[config.mk]
export PLATFORM = sky130hd
export DESIGN_NAME = i2c_slave_regfile
export DESIGN_NICKNAME = d
export VERILOG_FILES = /design/src/rtl/i2c_slave_regfile.sv
export SDC_FILE = /design/constraint.sdc
export NUM_CORES = 1
export LEC_CHECK = 0
export CORE_MARGIN = 5
export CORE_UTILIZATION = 65
export CTS_BUF_LIST = sky130_fd_sc_hd__clkbuf_4 sky130_fd_sc_hd__clkbuf_8 sky130_fd_sc_hd__clkbuf_16
export CTS_CLUSTER_SIZE = 25
export DETAILED_ROUTE_END_ITERATION = 8
export PLACE_DENSITY = 0.89
export SLEW_MARGIN = 40
export SYNTH_ARGS = -nofsm -noshare
export SYNTH_HDL_FRONTEND = slang
export SYNTH_SLANG_ARGS = --single-unit
[constraint.sdc]
create_clock -name clk -period 9.5 [get_ports clk]
set_clock_uncertainty 0.05 [all_clocks]
set_input_delay 1.425 -clock clk [delete_from_list [all_inputs] [get_ports clk]]
set_output_delay 1.425 -clock clk [all_outputs]
set_load 0.02 [all_outputs]
[src/rtl/i2c_slave_regfile.sv]
// i2c_slave_regfile
// System-clocked I2C target (7-bit address) in front of a DEPTH x 8 register
// file. Supports pointer write, data write with auto-increment, read with
// auto-increment, and repeated START. On-chip logic reads the registers
// combinationally through the host port.
// Optional glitch filter on the synchronised lines: define I2C_SLV_GLITCH_FILT_EN.
module i2c_slave_regfile #(
  parameter logic [6:0] I2C_ADR  = 7'h13,
  parameter int         DEPTH    = 16,
  parameter int         FILT_LEN = 3,
  localparam int        PW       = $clog2(DEPTH)
) (
  input  logic          clk,
  input  logic          rst,
  input  logic          scl_i,
  input  logic          sda_i,
  output logic          sda_oe,
  input  logic [PW-1:0] host_addr,
  output logic [7:0]    host_rdata,
  output logic          wr_strobe,
  output logic [PW-1:0] wr_index,
  output logic          busy
);

  typedef enum logic [3:0] {
    IDLE, ADDR, ADDR_ACK, PTR, PTR_ACK, WDATA, WDATA_ACK, RDATA, RD_MACK
  } state_t;

  // Reject configurations the pointer arithmetic cannot handle.
  if (DEPTH < 2 || DEPTH > 256 || (DEPTH & (DEPTH - 1)) != 0 || FILT_LEN < 1) begin : g_bad_cfg
    $error("i2c_slave_regfile: DEPTH must be a power of two in 2..256 and FILT_LEN >= 1");
  end

  state_t        state_q, state_d;
  logic          scl_s1, scl_s2, sda_s1, sda_s2;
  logic          scl_f, sda_f;
  logic          scl_d, sda_d;
  logic          scl_rise, scl_fall, start_raw, start_ok, stop_det;
  logic          idle_seen, armed;
  logic [2:0]    cnt;
  logic [7:0]    shift;
  logic          last_bit;
  logic          rw;
  logic [PW-1:0] ptr;
  logic [7:0]    regs [DEPTH];
  logic [7:0]    rx_byte;
  logic          rx_last;
  logic          addr_hit;

  // Two-flop synchronisers for the asynchronous pad inputs.
  always_ff @(posedge clk or posedge rst) begin
    if (rst) begin
      scl_s1 <= 1'b0;
      scl_s2 <= 1'b0;
      sda_s1 <= 1'b0;
      sda_s2 <= 1'b0;
    end else begin
      scl_s1 <= scl_i;
      scl_s2 <= scl_s1;
      sda_s1 <= sda_i;
      sda_s2 <= sda_s1;
    end
  end

`ifdef I2C_SLV_GLITCH_FILT_EN
  localparam int FW = (FILT_LEN > 1) ? $clog2(FILT_LEN) : 1;
  logic [FW-1:0] scl_fcnt, sda_fcnt;

  // SCL hold filter: adopt a new level only after FILT_LEN consecutive samples.
  always_ff @(posedge clk or posedge rst) begin
    if (rst) begin
      scl_f    <= 1'b0;
      scl_fcnt <= '0;
    end else if (scl_s2 != scl_f) begin
      if (scl_fcnt == FW'(FILT_LEN - 1)) begin
        scl_f    <= scl_s2;
        scl_fcnt <= '0;
      end else begin
        scl_fcnt <= scl_fcnt + FW'(1);
      end
    end else begin
      scl_fcnt <= '0;
    end
  end

  // SDA hold filter, same rule as SCL.
  always_ff @(posedge clk or posedge rst) begin
    if (rst) begin
      sda_f    <= 1'b0;
      sda_fcnt <= '0;
    end else if (sda_s2 != sda_f) begin
      if (sda_fcnt == FW'(FILT_LEN - 1)) begin
        sda_f    <= sda_s2;
        sda_fcnt <= '0;
      end else begin
        sda_fcnt <= sda_fcnt + FW'(1);
      end
    end else begin
      sda_fcnt <= '0;
    end
  end
`else
  assign scl_f = scl_s2;
  assign sda_f = sda_s2;
`endif

  // Previous line levels for edge and bus-condition detection, plus the
  // bus-idle guard that arms START detection after two idle-high samples.
  always_ff @(posedge clk or posedge rst) begin
    if (rst) begin
      scl_d     <= 1'b0;
      sda_d     <= 1'b0;
      idle_seen <= 1'b0;
      armed     <= 1'b0;
    end else begin
      scl_d <= scl_f;
      sda_d <= sda_f;
      if (!armed) begin
        idle_seen <= scl_f & sda_f;
        armed     <= idle_seen & scl_f & sda_f;
      end
    end
  end

  assign scl_rise  = scl_f & ~scl_d;
  assign scl_fall  = ~scl_f & scl_d;
  assign start_raw = scl_f & scl_d & sda_d & ~sda_f;
  assign stop_det  = scl_f & scl_d & ~sda_d & sda_f;
  assign start_ok  = start_raw & armed;

  assign rx_byte  = {shift[6:0], sda_f};
  assign rx_last  = scl_rise && (cnt == 3'd0);
  assign addr_hit = (rx_byte[7:1] == I2C_ADR);

  // FSM state register.
  always_ff @(posedge clk or posedge rst) begin
    if (rst) state_q <= IDLE;
    else     state_q <= state_d;
  end

  // FSM next-state logic; STOP and START override every state.
  always_comb begin
    state_d = state_q;
    if (stop_det) begin
      state_d = IDLE;
    end else if (start_ok) begin
      state_d = ADDR;
    end else begin
      unique case (state_q)
        IDLE:      state_d = IDLE;
        ADDR: begin
          if (rx_last && !addr_hit)      state_d = IDLE;
          else if (scl_fall && last_bit) state_d = ADDR_ACK;
        end
        PTR:       if (scl_fall && last_bit) state_d = PTR_ACK;
        WDATA:     if (scl_fall && last_bit) state_d = WDATA_ACK;
        ADDR_ACK:  if (scl_fall) state_d = rw ? RDATA : PTR;
        PTR_ACK:   if (scl_fall) state_d = WDATA;
        WDATA_ACK: if (scl_fall) state_d = WDATA;
        RDATA:     if (scl_fall && last_bit) state_d = RD_MACK;
        RD_MACK: begin
          if (scl_rise && sda_f)         state_d = IDLE;
          else if (scl_fall && last_bit) state_d = RDATA;
        end
        default:   state_d = IDLE;
      endcase
    end
  end

  // FSM outputs: ACK slots pull SDA low, read bits drive the shift MSB.
  always_comb begin
    sda_oe = 1'b0;
    unique case (state_q)
      ADDR_ACK, PTR_ACK, WDATA_ACK: sda_oe = 1'b1;
      RDATA:                        sda_oe = ~shift[7];
      default:                      sda_oe = 1'b0;
    endcase
  end

  // Datapath: bit counter, shift register, pointer, register file and strobes.
  always_ff @(posedge clk or posedge rst) begin
    if (rst) begin
      cnt       <= 3'd7;
      shift     <= 8'h00;
      last_bit  <= 1'b0;
      rw        <= 1'b0;
      ptr       <= '0;
      busy      <= 1'b0;
      wr_strobe <= 1'b0;
      wr_index  <= '0;
      for (int i = 0; i < DEPTH; i++) regs[i] <= 8'h00;
    end else begin
      wr_strobe <= 1'b0;
      if (stop_det) begin
        last_bit <= 1'b0;
        busy     <= 1'b0;
      end else if (start_ok) begin
        cnt      <= 3'd7;
        last_bit <= 1'b0;
      end else begin
        unique case (state_q)
          ADDR, PTR, WDATA: begin
            if (scl_rise) begin
              shift <= rx_byte;
              cnt   <= cnt - 3'd1;
              if (cnt == 3'd0) begin
                last_bit <= 1'b1;
                if (state_q == ADDR) begin
                  rw   <= rx_byte[0];
                  busy <= addr_hit;
                end else if (state_q == PTR) begin
                  ptr <= rx_byte[PW-1:0];
                end else begin
                  regs[ptr] <= rx_byte;
                  wr_strobe <= 1'b1;
                  wr_index  <= ptr;
                  ptr       <= ptr + PW'(1);
                end
              end
            end else if (scl_fall && last_bit) begin
              last_bit <= 1'b0;
            end
          end
          ADDR_ACK: begin
            if (scl_fall) begin
              cnt <= 3'd7;
              if (rw) shift <= regs[ptr];
            end
          end
          PTR_ACK, WDATA_ACK: begin
            if (scl_fall) cnt <= 3'd7;
          end
          RDATA: begin
            if (scl_rise) begin
              cnt <= cnt - 3'd1;
              if (cnt == 3'd0) last_bit <= 1'b1;
            end else if (scl_fall) begin
              if (last_bit) last_bit <= 1'b0;
              else          shift    <= {shift[6:0], 1'b0};
            end
          end
          RD_MACK: begin
            if (scl_rise) begin
              ptr <= ptr + PW'(1);
              if (!sda_f) last_bit <= 1'b1;
            end else if (scl_fall && last_bit) begin
              last_bit <= 1'b0;
              shift    <= regs[ptr];
              cnt      <= 3'd7;
            end
          end
          default: ;
        endcase
      end
    end
  end

  assign host_rdata = regs[host_addr];

endmodule

==> flow_metrics.env <==
export IMPL_yosys_warnings=0
export IMPL_cts_htree_levels=4
export IMPL_timing_rr_end="regs[75]"
export IMPL_track_usage=0.3167
export IMPL_dp_hpwl_microns=14610
export IMPL_clkTransAtPathRegs_ns=0.06
export IMPL_setup_ws_ns=4.055
export IMPL_antennaDiodeCount=0
export IMPL_syn_num_nets=688
export IMPL_worstSkewPairLatency_ns=0.44
export IMPL_worst_slew_pin_slew_ns=0.8709
export IMPL_cts_num_sinks=163
export IMPL_yosysUniqueCellTypes=66
export IMPL_io_pins=23
export IMPL_multi_input_area_sq_mm=0.004567
export IMPL_arrival_ns=3.97
export IMPL_cp_depth=5
export IMPL_rsz0062_at_grt="false"
export IMPL_synthCells=671
export IMPL_drive_gt1_frac=0.3630
export IMPL_core_area_sq_mm=0.01335
export IMPL_cts_root_buf="clkbuf_16"
export IMPL_status="finished clean"
export IMPL_synth_edf_count=0
export IMPL_detail_route_wirelength_microns=24000
export IMPL_finalSetupTns_ns=0
export IMPL_r2r_start="sda_f"
export IMPL_max_stage_delay_ns=0.58
export IMPL_drtPass1Iterations=5
export IMPL_cts_buffers=17
export IMPL_fill_cells=824
export IMPL_finalMaxSlewViolations=0
export IMPL_grt_pass1_vias=6744
export IMPL_min_period_ns=5.445
export IMPL_port_buffers=22
export IMPL_final_nets=679
export IMPL_ys_seq_area_frac=0.4574
export IMPL_initial_core_util=0.6687
export IMPL_r2r_cells=5
export IMPL_dieArea_sq_mm=0.01618
export IMPL_routedWlPerCell_microns=28.21
export IMPL_end_kind="primary output"
export IMPL_power_density_mw_per_mm2=204.9
export IMPL_drc=0
export IMPL_synth_commonest_cells="dfrtp_1, mux2_2, mux4_2"
export IMPL_avgSynthCellArea_sq_um=13.30
export IMPL_synth_top_area_frac=0.4486
export IMPL_synth_top_cells_by_area="dfrtp_1, mux2_2, mux4_2"
export IMPL_maxCapViolCount=0
export IMPL_cts_tree="built"
export IMPL_async_flop_share=1.000
export IMPL_cts_buffer_depth=2
export IMPL_cp_top_family="buffers and inverters"
export IMPL_path_max_fanout=32
export IMPL_placed_area_sq_mm=0.009181
export IMPL_drt_initial_drc_count=851
export IMPL_min_path_type="flop to flop"
export IMPL_cp_start_kind="input port"
export IMPL_crit_buf_inv=3
export IMPL_ys_ff_latch=163
export IMPL_postRouteAntennaNets=0
export IMPL_synth_area_sq_mm=0.008926
export IMPL_area_growth_pct=9.251
export IMPL_max_slew_margin_rel=0.4194
export IMPL_cp_slowest_cell="mux4_2"
export IMPL_die_w_microns=127.2
export IMPL_num_vias=6267
export IMPL_endpoint="host_rdata[3]"
export IMPL_drt_vias_per_instance=7.364
export IMPL_gp_congestion=0.9194
export IMPL_crit_required_ns=8.03
export IMPL_pre_cts_ws_ns=4.085
export IMPL_fmax_mhz=183.6
export IMPL_grt_pass1_wl_microns=38700
export IMPL_ctsResizeCount=0
export IMPL_worstSetupPathType="input port to primary output"
export IMPL_die_y_microns=127.2
export IMPL_setup_viol=0
export IMPL_finalHoldViolCount=0
export IMPL_grt_max_degree=86
export IMPL_ys_flop_type="dfrtp_1"
export IMPL_yosysTopAreaCell="dfrtp_1"
export IMPL_cts_setup_buffers=0
export IMPL_rows=42
export IMPL_crit_start="host_addr[1]"
export IMPL_p_leak_nw=4.496
export IMPL_vdd_drop_max_v=0.0001709
export IMPL_fin_crit_sh=0.5732
export IMPL_seq_area_sq_mm=0.004084
export IMPL_yosysMostFrequentCell="dfrtp_1"
export IMPL_fin_area_sq_mm=0.009752
export IMPL_postCtsHoldBufs=0
export IMPL_grt_antenna_before_repair=0
export IMPL_r2r_slack_ns=6.41
export IMPL_cp_cell_sequence="clkdlybuf4s50_1 > buf_4 > mux4_2 > mux4_2 > clkdlybuf4s50_1"
export IMPL_grt_overflow_total=0
==> power by group <==
part / internal, mW / total, mW / switching [mW]
Clock: 0.349 / 0.659 / 0.309
Combinational: 0.186 / 0.455 / 0.269
Sequential: 0.739 / 0.884 / 0.145
==> cell type report <==
| cell class | count | area share |
|---|---|---|
| Clock buffer | 18 | 0.04503 |
| Clock inverter | 14 | 0.01257 |
| Inverter | 13 | 0.005774 |
| Multi-Input combinational cell | 440 | 0.4683 |
| Sequential cell | 163 | 0.4188 |
| Tap cell | 176 | 0.02258 |
| Timing Repair Buffer | 27 | 0.02694 |
==> sequential cells by signal, indices dropped and copies added, names as in the netlist, 3 cells and up <==
signal / flops
regs: 128
shift: 8
ptr: 4
state_q: 4
wr_index: 4
cnt: 3
==> stage by stage <==
stage,power (mW),hold WS (ns),instances,util
finish,1.998,0.3070,851,0.7306
CTS,1.984,0.3069,851,0.7299
global placement,1.303,0.2843,818,0.6864
floorplan,1.202,0.2812,671,-
detailed placement,1.329,0.2918,819,0.6879
global route,2.075,0.3120,851,0.7306
==> per-layer routing <==
metal,share of wire,global-route usage,vias to the layer above
met2,0.47,0.4813,423
met5,0,0,-
met4,0.074,0.2284,0
met1,0.36,0.3907,3167
li1,-,-,2553
met3,0.095,0.08973,124
==> cells in the final DEF (no fill, tap or decap), types with 3 or more instances in the layout <==
cell type        instances
a221o_1                  6
nand2b_1                 5
a211oi_1                12
clkbuf_16               17
a21o_1                   3
nand3_1                  6
nand2_1                 43
a22oi_1                  3
inv_1                   12
o21ai_0                 15
clkinv_2                 3
clkdlybuf4s50_1         21
mux2i_1                 28
clkinvlp_4               3
inv_8                    4
nand3b_1                 3
mux2_2                 124
and2_1                   6
a2bb2oi_1                3
ha_1                     9
nor4_1                   3
a2111oi_0                7
o211ai_1                 4
o32a_1                   7
nand2_4                  8
inv_6                    3
dfstp_2                  3
buf_4                    4
nor2_1                  12
a22o_1                   8
mux2_1                   7
dfrtp_1                159
a21oi_1                 11
mux4_2                  54
nor2b_1                  9
==> cells by family (layout without fill, tap and decap cells) <==
family | count (synthesis) | after routing | synth area share
and+or+nand+nor | 121 | 121 | 0.08200
AOI/OAI and AO/OA | 97 | 97 | 0.08327
buffers and inverters | 68 | 72 | 0.03182
muxes | 213 | 213 | 0.3329
adders and majority gates | 9 | 9 | 0.01262
DFF | 163 | 163 | 0.4574
==> worst register-to-register path, cell delays in order (launching register included) <==
cell,delay [ns]
dfrtp_1,0.89
nand4b_1,0.44
nand4b_4,0.24
nor3_2,0.27
and2_1,0.67
mux2_2,0.42
==> how the worst min path moves through the flow <==
stage               startpoint    end  depth (start not counted)
global placement        sda_s1  sda_f                          0
finish                  scl_s1  scl_f                          0
detailed placement      scl_s1  scl_f                          0
floorplan               scl_s1  scl_f                          0
CTS                     scl_s1  scl_f                          0
global route            scl_s1  scl_f                          0
Power figures use the tool's default switching activity.
